[src/rtl/risc_v_mike_wb_pkg.sv]
// Shared types for the writeback unit: register address, data width, FIFO entry.
package risc_v_mike_wb_pkg;

  localparam int unsigned DATA_32_W  = 32;
  localparam int unsigned REG_ADDR_W = 4;

  typedef logic [REG_ADDR_W-1:0] t_register_addr;

  typedef struct packed {
    t_register_addr        addr;
    logic [DATA_32_W-1:0]  data;
  } t_wb_entry;

  // Writes to x0 are architecturally discarded.
  function automatic logic is_x0(t_register_addr addr);
    return addr == '0;
  endfunction

endpackage

[src/rtl/risc_v_mike_wb_fifo.sv]
// Synchronous FIFO of writeback entries; DEPTH must be a power of 2 and >= 2.
module risc_v_mike_wb_fifo
  import risc_v_mike_wb_pkg::*;
#(
  parameter int unsigned DEPTH = 4
) (
  input  logic                   clk,
  input  logic                   rst,
  input  logic                   push,
  input  t_wb_entry              push_data,
  input  logic                   pop,
  output t_wb_entry              pop_data,
  output logic                   full,
  output logic                   empty,
  output logic [$clog2(DEPTH):0] count
);

  localparam int unsigned PTR_W = $clog2(DEPTH);
  localparam int unsigned CNT_W = PTR_W + 1;

  t_wb_entry        mem [DEPTH];
  logic [PTR_W-1:0] wr_ptr;
  logic [PTR_W-1:0] rd_ptr;
  logic             push_ok;
  logic             pop_ok;

  assign full     = (count == CNT_W'(DEPTH));
  assign empty    = (count == '0);
  assign push_ok  = push && !full;
  assign pop_ok   = pop && !empty;
  assign pop_data = mem[rd_ptr];

  // Storage array; contents are don't-care until written, so no reset.
  always_ff @(posedge clk) begin
    if (push_ok) mem[wr_ptr] <= push_data;
  end

  // Pointers and occupancy.
  always_ff @(posedge clk or posedge rst) begin
    if (rst) begin
      wr_ptr <= '0;
      rd_ptr <= '0;
      count  <= '0;
    end else begin
      if (push_ok) wr_ptr <= wr_ptr + PTR_W'(1);
      if (pop_ok)  rd_ptr <= rd_ptr + PTR_W'(1);
      if (push_ok && !pop_ok)      count <= count + CNT_W'(1);
      else if (pop_ok && !push_ok) count <= count - CNT_W'(1);
    end
  end

endmodule

[src/rtl/risc_v_mike_wb_unit.sv]
// Writeback arbiter: ALU stream (priority, no backpressure) merged with a
// FIFO-buffered LSU stream, plus destination scoreboard and starvation stall.
// Optional macro MIKE_WB_LSU_BYPASS_EN lets an LSU result skip the empty FIFO
// when the ALU is idle.
module risc_v_mike_wb_unit
  import risc_v_mike_wb_pkg::*;
#(
  parameter int unsigned REG_FILE_DEPTH = 16,
  parameter int unsigned WB_FIFO_DEPTH  = 4,
  parameter int unsigned WB_STARVE_MAX  = 8
) (
  input  logic                      clk,
  input  logic                      rst,
  input  logic                      alu_wb_valid,
  input  t_register_addr            alu_wb_addr,
  input  logic [DATA_32_W-1:0]      alu_wb_data,
  input  logic                      lsu_wb_valid,
  output logic                      lsu_wb_ready,
  input  t_register_addr            lsu_wb_addr,
  input  logic [DATA_32_W-1:0]      lsu_wb_data,
  input  logic                      iss_valid,
  input  t_register_addr            iss_addr,
  output logic                      reg_file_write,
  output t_register_addr            reg_file_wr_addr,
  output logic [DATA_32_W-1:0]      reg_file_wr_data,
  output logic [REG_FILE_DEPTH-1:0] reg_pending,
  output logic                      wb_stall
);

  localparam int unsigned STARVE_W = 8;
  localparam int unsigned CNT_W    = $clog2(WB_FIFO_DEPTH) + 1;

  logic                      fifo_push;
  logic                      fifo_pop;
  logic                      fifo_full;
  logic                      fifo_empty;
  logic [CNT_W-1:0]          fifo_count;
  logic                      fifo_nonempty;
  t_wb_entry                 fifo_head;
  t_wb_entry                 lsu_entry;
  t_wb_entry                 alu_entry;
  t_wb_entry                 sel_entry;
  logic                      sel_valid;
  logic                      lsu_accept;
  logic [STARVE_W-1:0]       starve_cnt;
  logic [STARVE_W-1:0]       starve_nxt;
  logic [REG_FILE_DEPTH-1:0] pending_nxt;

  assign lsu_wb_ready  = !fifo_full;
  assign lsu_accept    = lsu_wb_valid && lsu_wb_ready;
  assign fifo_nonempty = (fifo_count != '0);
  assign lsu_entry     = '{addr: lsu_wb_addr, data: lsu_wb_data};
  assign alu_entry     = '{addr: alu_wb_addr, data: alu_wb_data};

  risc_v_mike_wb_fifo #(
    .DEPTH (WB_FIFO_DEPTH)
  ) u_fifo (
    .clk       (clk),
    .rst       (rst),
    .push      (fifo_push),
    .push_data (lsu_entry),
    .pop       (fifo_pop),
    .pop_data  (fifo_head),
    .full      (fifo_full),
    .empty     (fifo_empty),
    .count     (fifo_count)
  );

  // Source select: ALU first, then FIFO head, then (optionally) the live LSU offer.
  always_comb begin
    sel_valid = 1'b0;
    sel_entry = '0;
    fifo_pop  = 1'b0;
    fifo_push = lsu_accept;
    if (alu_wb_valid) begin
      sel_valid = 1'b1;
      sel_entry = alu_entry;
    end else if (!fifo_empty) begin
      sel_valid = 1'b1;
      sel_entry = fifo_head;
      fifo_pop  = 1'b1;
    end
`ifdef MIKE_WB_LSU_BYPASS_EN
    else if (lsu_accept) begin
      sel_valid = 1'b1;
      sel_entry = lsu_entry;
      fifo_push = 1'b0;
    end
`endif
  end

  // Scoreboard next state; a new issue to the same register outranks the clear.
  always_comb begin
    pending_nxt = reg_pending;
    if (sel_valid) pending_nxt[sel_entry.addr] = 1'b0;
    if (iss_valid && !is_x0(iss_addr)) pending_nxt[iss_addr] = 1'b1;
  end

  // Starvation count of consecutive cycles the FIFO is blocked by the ALU.
  always_comb begin
    starve_nxt = '0;
    if (fifo_nonempty && alu_wb_valid) begin
      if (starve_cnt >= STARVE_W'(WB_STARVE_MAX)) starve_nxt = starve_cnt;
      else                                        starve_nxt = starve_cnt + STARVE_W'(1);
    end
  end

  // Registered write port, scoreboard, counter and stall flag.
  always_ff @(posedge clk or posedge rst) begin
    if (rst) begin
      reg_file_write   <= 1'b0;
      reg_file_wr_addr <= '0;
      reg_file_wr_data <= '0;
      reg_pending      <= '0;
      starve_cnt       <= '0;
      wb_stall         <= 1'b0;
    end else begin
      reg_file_write   <= sel_valid && !is_x0(sel_entry.addr);
      reg_file_wr_addr <= sel_entry.addr;
      reg_file_wr_data <= sel_entry.data;
      reg_pending      <= pending_nxt;
      starve_cnt       <= starve_nxt;
      wb_stall         <= (starve_nxt == STARVE_W'(WB_STARVE_MAX));
    end
  end

endmodule

[config.mk]
export PLATFORM = sky130hd
export DESIGN_NAME = risc_v_mike_wb_unit
export DESIGN_NICKNAME = d
export VERILOG_FILES = /design/src/rtl/risc_v_mike_wb_pkg.sv /design/src/rtl/risc_v_mike_wb_fifo.sv /design/src/rtl/risc_v_mike_wb_unit.sv
export SDC_FILE = /design/constraint.sdc
export NUM_CORES = 1
export LEC_CHECK = 0
export ABC_AREA = 1
export ABC_CLOCK_PERIOD_IN_PS = 3200
export BUFFER_PORTS_ARGS = -buffer_cell sky130_fd_sc_hd__buf_2
export CORE_ASPECT_RATIO = 1.1
export CORE_MARGIN = 2
export CORE_UTILIZATION = 35
export CTS_BUF_LIST = sky130_fd_sc_hd__clkbuf_2
export CTS_CLUSTER_SIZE = 24
export DETAILED_ROUTE_END_ITERATION = 8
export HOLD_SLACK_MARGIN = 0.02
export PLACE_DENSITY = 0.54
export SLEW_MARGIN = 20
export SYNTH_ARGS = -nofsm -noshare
export SYNTH_HDL_FRONTEND = slang
export SYNTH_SLANG_ARGS = --single-unit
[constraint.sdc]
create_clock -name clk -period 3.2 [get_ports clk]
set_clock_uncertainty 0.1 [all_clocks]
set_input_delay 0.16 -clock clk [delete_from_list [all_inputs] [get_ports clk]]
set_output_delay 0.16 -clock clk [all_outputs]
set_load 0.01 [all_outputs]
==> impl_metrics.json <==
{
  "result_of_the_run": "finished clean",
  "globalRoute.totalOverflow": 0,
  "routed_via_density": 4.60,
  "floorplan.die.height_um": 166,
  "post-route-drc-count": 0,
  "timing.critical_path.max_delay_family": "buffers and inverters",
  "grt_pass1_vias": 6456,
  "cap_viol_max_count": 0,
  "postLayoutCellArea_um2": 11800,
  "cp-startpoint": "u_fifo.rd_ptr[0]$_DFFE_PP0P_",
  "cp_cell_sequence": "buf_4 -> nand2_1 -> nand3_1 -> nand3_2 -> nand2_4 -> inv_2 -> nor2_4 -> dlygate4sd3_1 -> nand2_1 -> nand2_1 -> nand2_1",
  "critical_path_class": "reg2reg",
  "switchingPower_mw": 3.21,
  "antenna_found_initial": 2,
  "num_rows": 59,
  "post-route-period-util_pct": 84.0,
  "coreArea_um2": 23500,
  "pin_count_of_the_biggest_net_entering_global_routing": 75,
  "syn_to_final_growth_pct": 41.2,
  "most_area_hungry_cell_type_in_the_yosys_netlist": "sky130_fd_sc_hd__edfxtp_1",
  "dieArea_um2": 25100,
  "wire_length_of_the_first_global_routing_pass_mm": 32.7,
  "crit_path_max_fanout": 74,
  "dr_total_vias": 6323,
  "max_freq_mhz": 372,
  "seq_total_area_yosys_pct": 72.4,
  "cts.reportedPaths.clkPinSlew_ns": 0.10,
  "regToRegSetupSlack_ns": 0.51,
  "synthCells": 662,
  "clock_power_share_pct": 19.8,
  "worst_ep_required_time_ns": 3.76,
  "top_level_ports": 136,
  "routedWlPerCell_um": 15.3,
  "pwr_density_cell_nw_per_um2": 749,
  "grt_use_met3_pct": 3.93,
  "pwr-share-comb_pct": 36.3,
  "clock_tree.root_cell": "sky130_fd_sc_hd__clkbuf_2",
  "worst_slew_pin_slew_ns": 0.756,
  "hp-start": "lsu_wb_addr[0]",
  "tritoncts.num_buffers": 53,
  "p_seq_share_pct": 43.9,
  "post_dp_cell_area_um2": 9400,
  "worstSetupStartpointType": "register",
  "crit_buf_inv": 3,
  "finalWorstPathRequiredPeriod_ns": 2.69,
  "ctsHoldBuffers": 191,
  "die_width_um": 151,
  "power.ir.vdd_worst_v": 0.000503,
  "grt_util_met1_pct": 21.3,
  "port_buffers": 135,
  "leakagePower_nw": 5.00,
  "worst_setup_path_end_kind": "register",
  "ant_nets": 0,
  "crit_path_max_incr_delay_ns": 0.62,
  "net_total_in_the_final_layout": 1115,
  "slew_violations": 0,
  "fillers": 2125,
  "globalRouteMet2Util_pct": 28.1,
  "post_syn_area_um2": 8350,
  "ctsLongestPathBuffers": 3,
  "clock_sink_count": 213,
  "floorplan.initialDensity_pct": 35.5,
  "cts-htree-levels": 2,
  "flip_flop_and_latch_count_after_synthesis": 213,
  "busiest_layer": "met2",
  "synth.distinct_cells": 30,
  "routability_congestion_estimate_from_global_placement": 0.765,
  "grt_setup_unrepaired": "false",
  "initialDrtViolationCount": 324,
  "post_route_cells_drive_above_1_share_pct": 25.1,
  "cts_resized": 0,
  "cpMostUsedCell": "sky130_fd_sc_hd__nand2_1",
  "hpwlAfterDp_mm": 11.6,
  "crit-reg2reg-launch": "u_fifo.rd_ptr[0]$_DFFE_PP0P_",
  "p_int_mw": 5.62,
  "synth_nets": 751,
  "hold_viol": 0,
  "synthDominantCellAreaShare_pct": 51.8,
  "post_cts_buffers": 0,
  "switching_share_pct": 36.4,
  "final.setup.tns_ns": 0,
  "timing.max_slew.rel_slack_pct": 49.6,
  "crit_arrival_ns": 3.25,
  "tritoncts": "done",
  "min_path_type": "in2reg",
  "first_pass_iters": 5,
  "setup_violations": 0,
  "synth.avg_cell_area_um2": 12.6,
  "grt.total_usage_pct": 16.7,
  "route.final.wire_length_mm": 21.0,
  "yosys-top-cells-area": "sky130_fd_sc_hd__edfxtp_1 52%, sky130_fd_sc_hd__dfrtp_1 21%, sky130_fd_sc_hd__nand2_1 4.4%, sky130_fd_sc_hd__o21ai_0 4.1%, sky130_fd_sc_hd__nor2_1 3.9%",
  "clk_latency_ns": 0.80,
  "yosysWarningCount": 0,
  "crit_path_top_delay_cell": "sky130_fd_sc_hd__dlygate4sd3_1"
}
-- final timing paths --
kind	cells after the start	to
worst max-delay path	11	reg_pending[2]$_DFF_PP0_
worst min-delay path	2	u_fifo.mem[1][32]$_DFFE_PP_
worst max register to register	11	reg_pending[2]$_DFF_PP0_
worst min register to register	2	reg_pending[9]$_DFF_PP0_
max in group asynchronous	5	reg_file_wr_data[26]$_DFF_PP0_
min in group asynchronous	4	reg_file_write$_DFF_PP0_
-- worst reg2reg max path, stage by stage, from the launching register on --
cell and delay, ns:
sky130_fd_sc_hd__dfrtp_2 0.37, sky130_fd_sc_hd__buf_4 0.61, sky130_fd_sc_hd__nand2_1 0.15, sky130_fd_sc_hd__nand3_1 0.14, sky130_fd_sc_hd__nand3_2 0.13, sky130_fd_sc_hd__nand2_4 0.16, sky130_fd_sc_hd__inv_2 0.05, sky130_fd_sc_hd__nor2_4 0.10
sky130_fd_sc_hd__dlygate4sd3_1 0.62, sky130_fd_sc_hd__nand2_1 0.07, sky130_fd_sc_hd__nand2_1 0.06, sky130_fd_sc_hd__nand2_1 0.05
-- cell usage after synthesis --
master and instances:
sky130_fd_sc_hd__a21oi_1 3, sky130_fd_sc_hd__a21oi_2 1, sky130_fd_sc_hd__a22o_1 32, sky130_fd_sc_hd__a41oi_1 1, sky130_fd_sc_hd__buf_2 9, sky130_fd_sc_hd__buf_4 1
sky130_fd_sc_hd__buf_6 3, sky130_fd_sc_hd__clkbuf_1 18, sky130_fd_sc_hd__dfrtp_1 69, sky130_fd_sc_hd__edfxtp_1 144, sky130_fd_sc_hd__fa_1 1, sky130_fd_sc_hd__ha_1 7
sky130_fd_sc_hd__inv_1 38, sky130_fd_sc_hd__inv_2 5, sky130_fd_sc_hd__mux2_2 1, sky130_fd_sc_hd__nand2_1 99, sky130_fd_sc_hd__nand2_2 4, sky130_fd_sc_hd__nand2_4 4
sky130_fd_sc_hd__nand3_1 15, sky130_fd_sc_hd__nand3_2 5, sky130_fd_sc_hd__nor2_1 86, sky130_fd_sc_hd__nor2_2 4, sky130_fd_sc_hd__nor2_4 3, sky130_fd_sc_hd__nor3_1 2
sky130_fd_sc_hd__o211ai_1 1, sky130_fd_sc_hd__o21ai_0 68, sky130_fd_sc_hd__o21ai_1 1, sky130_fd_sc_hd__o22ai_1 32, sky130_fd_sc_hd__xnor2_1 2, sky130_fd_sc_hd__xor2_1 3
-- flip-flops by register name (all words and copies together), names as in the netlist --
signal	count
u_fifo.count	3
starve_cnt	8
u_fifo.wr_ptr	2
reg_file_write	1
wb_stall	1
u_fifo.rd_ptr	2
u_fifo.mem	144
reg_file_wr_data	32
reg_pending	16
reg_file_wr_addr	4
-- power by group through the flow --
stage | Sequential [mW] | Clock (mW) | Combinational [mW]
2_1_floorplan | 4.07 | 0 | 1.67
3_3_place_gp | 3.93 | 0 | 2.79
3_5_place_dp | 3.94 | 0 | 2.82
4_1_cts | 3.88 | 1.83 | 3.23
5_1_grt | 3.95 | 1.95 | 3.56
6_report | 3.88 | 1.75 | 3.20
-- cells in the final DEF (no fill, tap or decap), types with 7 or more instances in the layout --
master                          netlist  final
sky130_fd_sc_hd__nand3_1             15     15
sky130_fd_sc_hd__buf_4                1     14
sky130_fd_sc_hd__dlygate4sd3_1        0    191
sky130_fd_sc_hd__dfrtp_1             69     67
sky130_fd_sc_hd__ha_1                 7      7
sky130_fd_sc_hd__o21ai_0             68     68
sky130_fd_sc_hd__nor2_4               3      7
sky130_fd_sc_hd__nand2_1             99     99
sky130_fd_sc_hd__edfxtp_1           144    144
sky130_fd_sc_hd__clkinv_1             0     12
sky130_fd_sc_hd__a22o_1              32     32
sky130_fd_sc_hd__nor2_1              86     82
sky130_fd_sc_hd__buf_2                9    135
sky130_fd_sc_hd__inv_1               38     37
sky130_fd_sc_hd__o22ai_1             32     32
sky130_fd_sc_hd__clkbuf_2             0     83
-- per-stage QoR --
| stage | std cells | power [mW] | setup slack [ns] | utilization, % | hold slack, ns |
|---|---|---|---|---|---|
| after floorplan | 662 | 5.74 | 0.403 | - | 0.159 |
| after global routing | 1375 | 9.46 | 0.275 | 50.1 | 0.0225 |
| after global placement | 1085 | 6.72 | 0.870 | 39.9 | -0.00420 |
| after detailed placement | 1085 | 6.75 | 0.801 | 39.9 | 0.00247 |
| after CTS | 1373 | 8.93 | 0.494 | 50.1 | 0.0203 |
| final | 1375 | 8.83 | 0.511 | 50.1 | 0.0801 |
-- cells by family after synthesis --
kind of cell,share of synthesized area [%]
xor gates and xnor gates,0.524
muxes,0.135
DFF,72.4
AOI/OAI and AO/OA,10.4
buffers and inverters,3.77
adders and majority gates,1.29
and+or+nand+nor,11.5
-- cell type report --
class	instances	area [um2]	share of cell area (%)
tap	305	382	3.24
antenna	2	5.00	0.0424
timing repair buffer	340	2690	22.8
inverter	43	163	1.38
clock buffer	83	415	3.52
sequential	213	6050	51.3
clock inverter	14	60.1	0.509
multi-input combinational	375	2020	17.2
-- routing by layer --
layer	vias to the layer above	part of all wire, %
li1	3084	-
met1	3037	44
met2	172	49
met3	30	5.2
met4	0	1.7
met5	-	0
No activity file was read; power rests on OpenSTA's default activity.
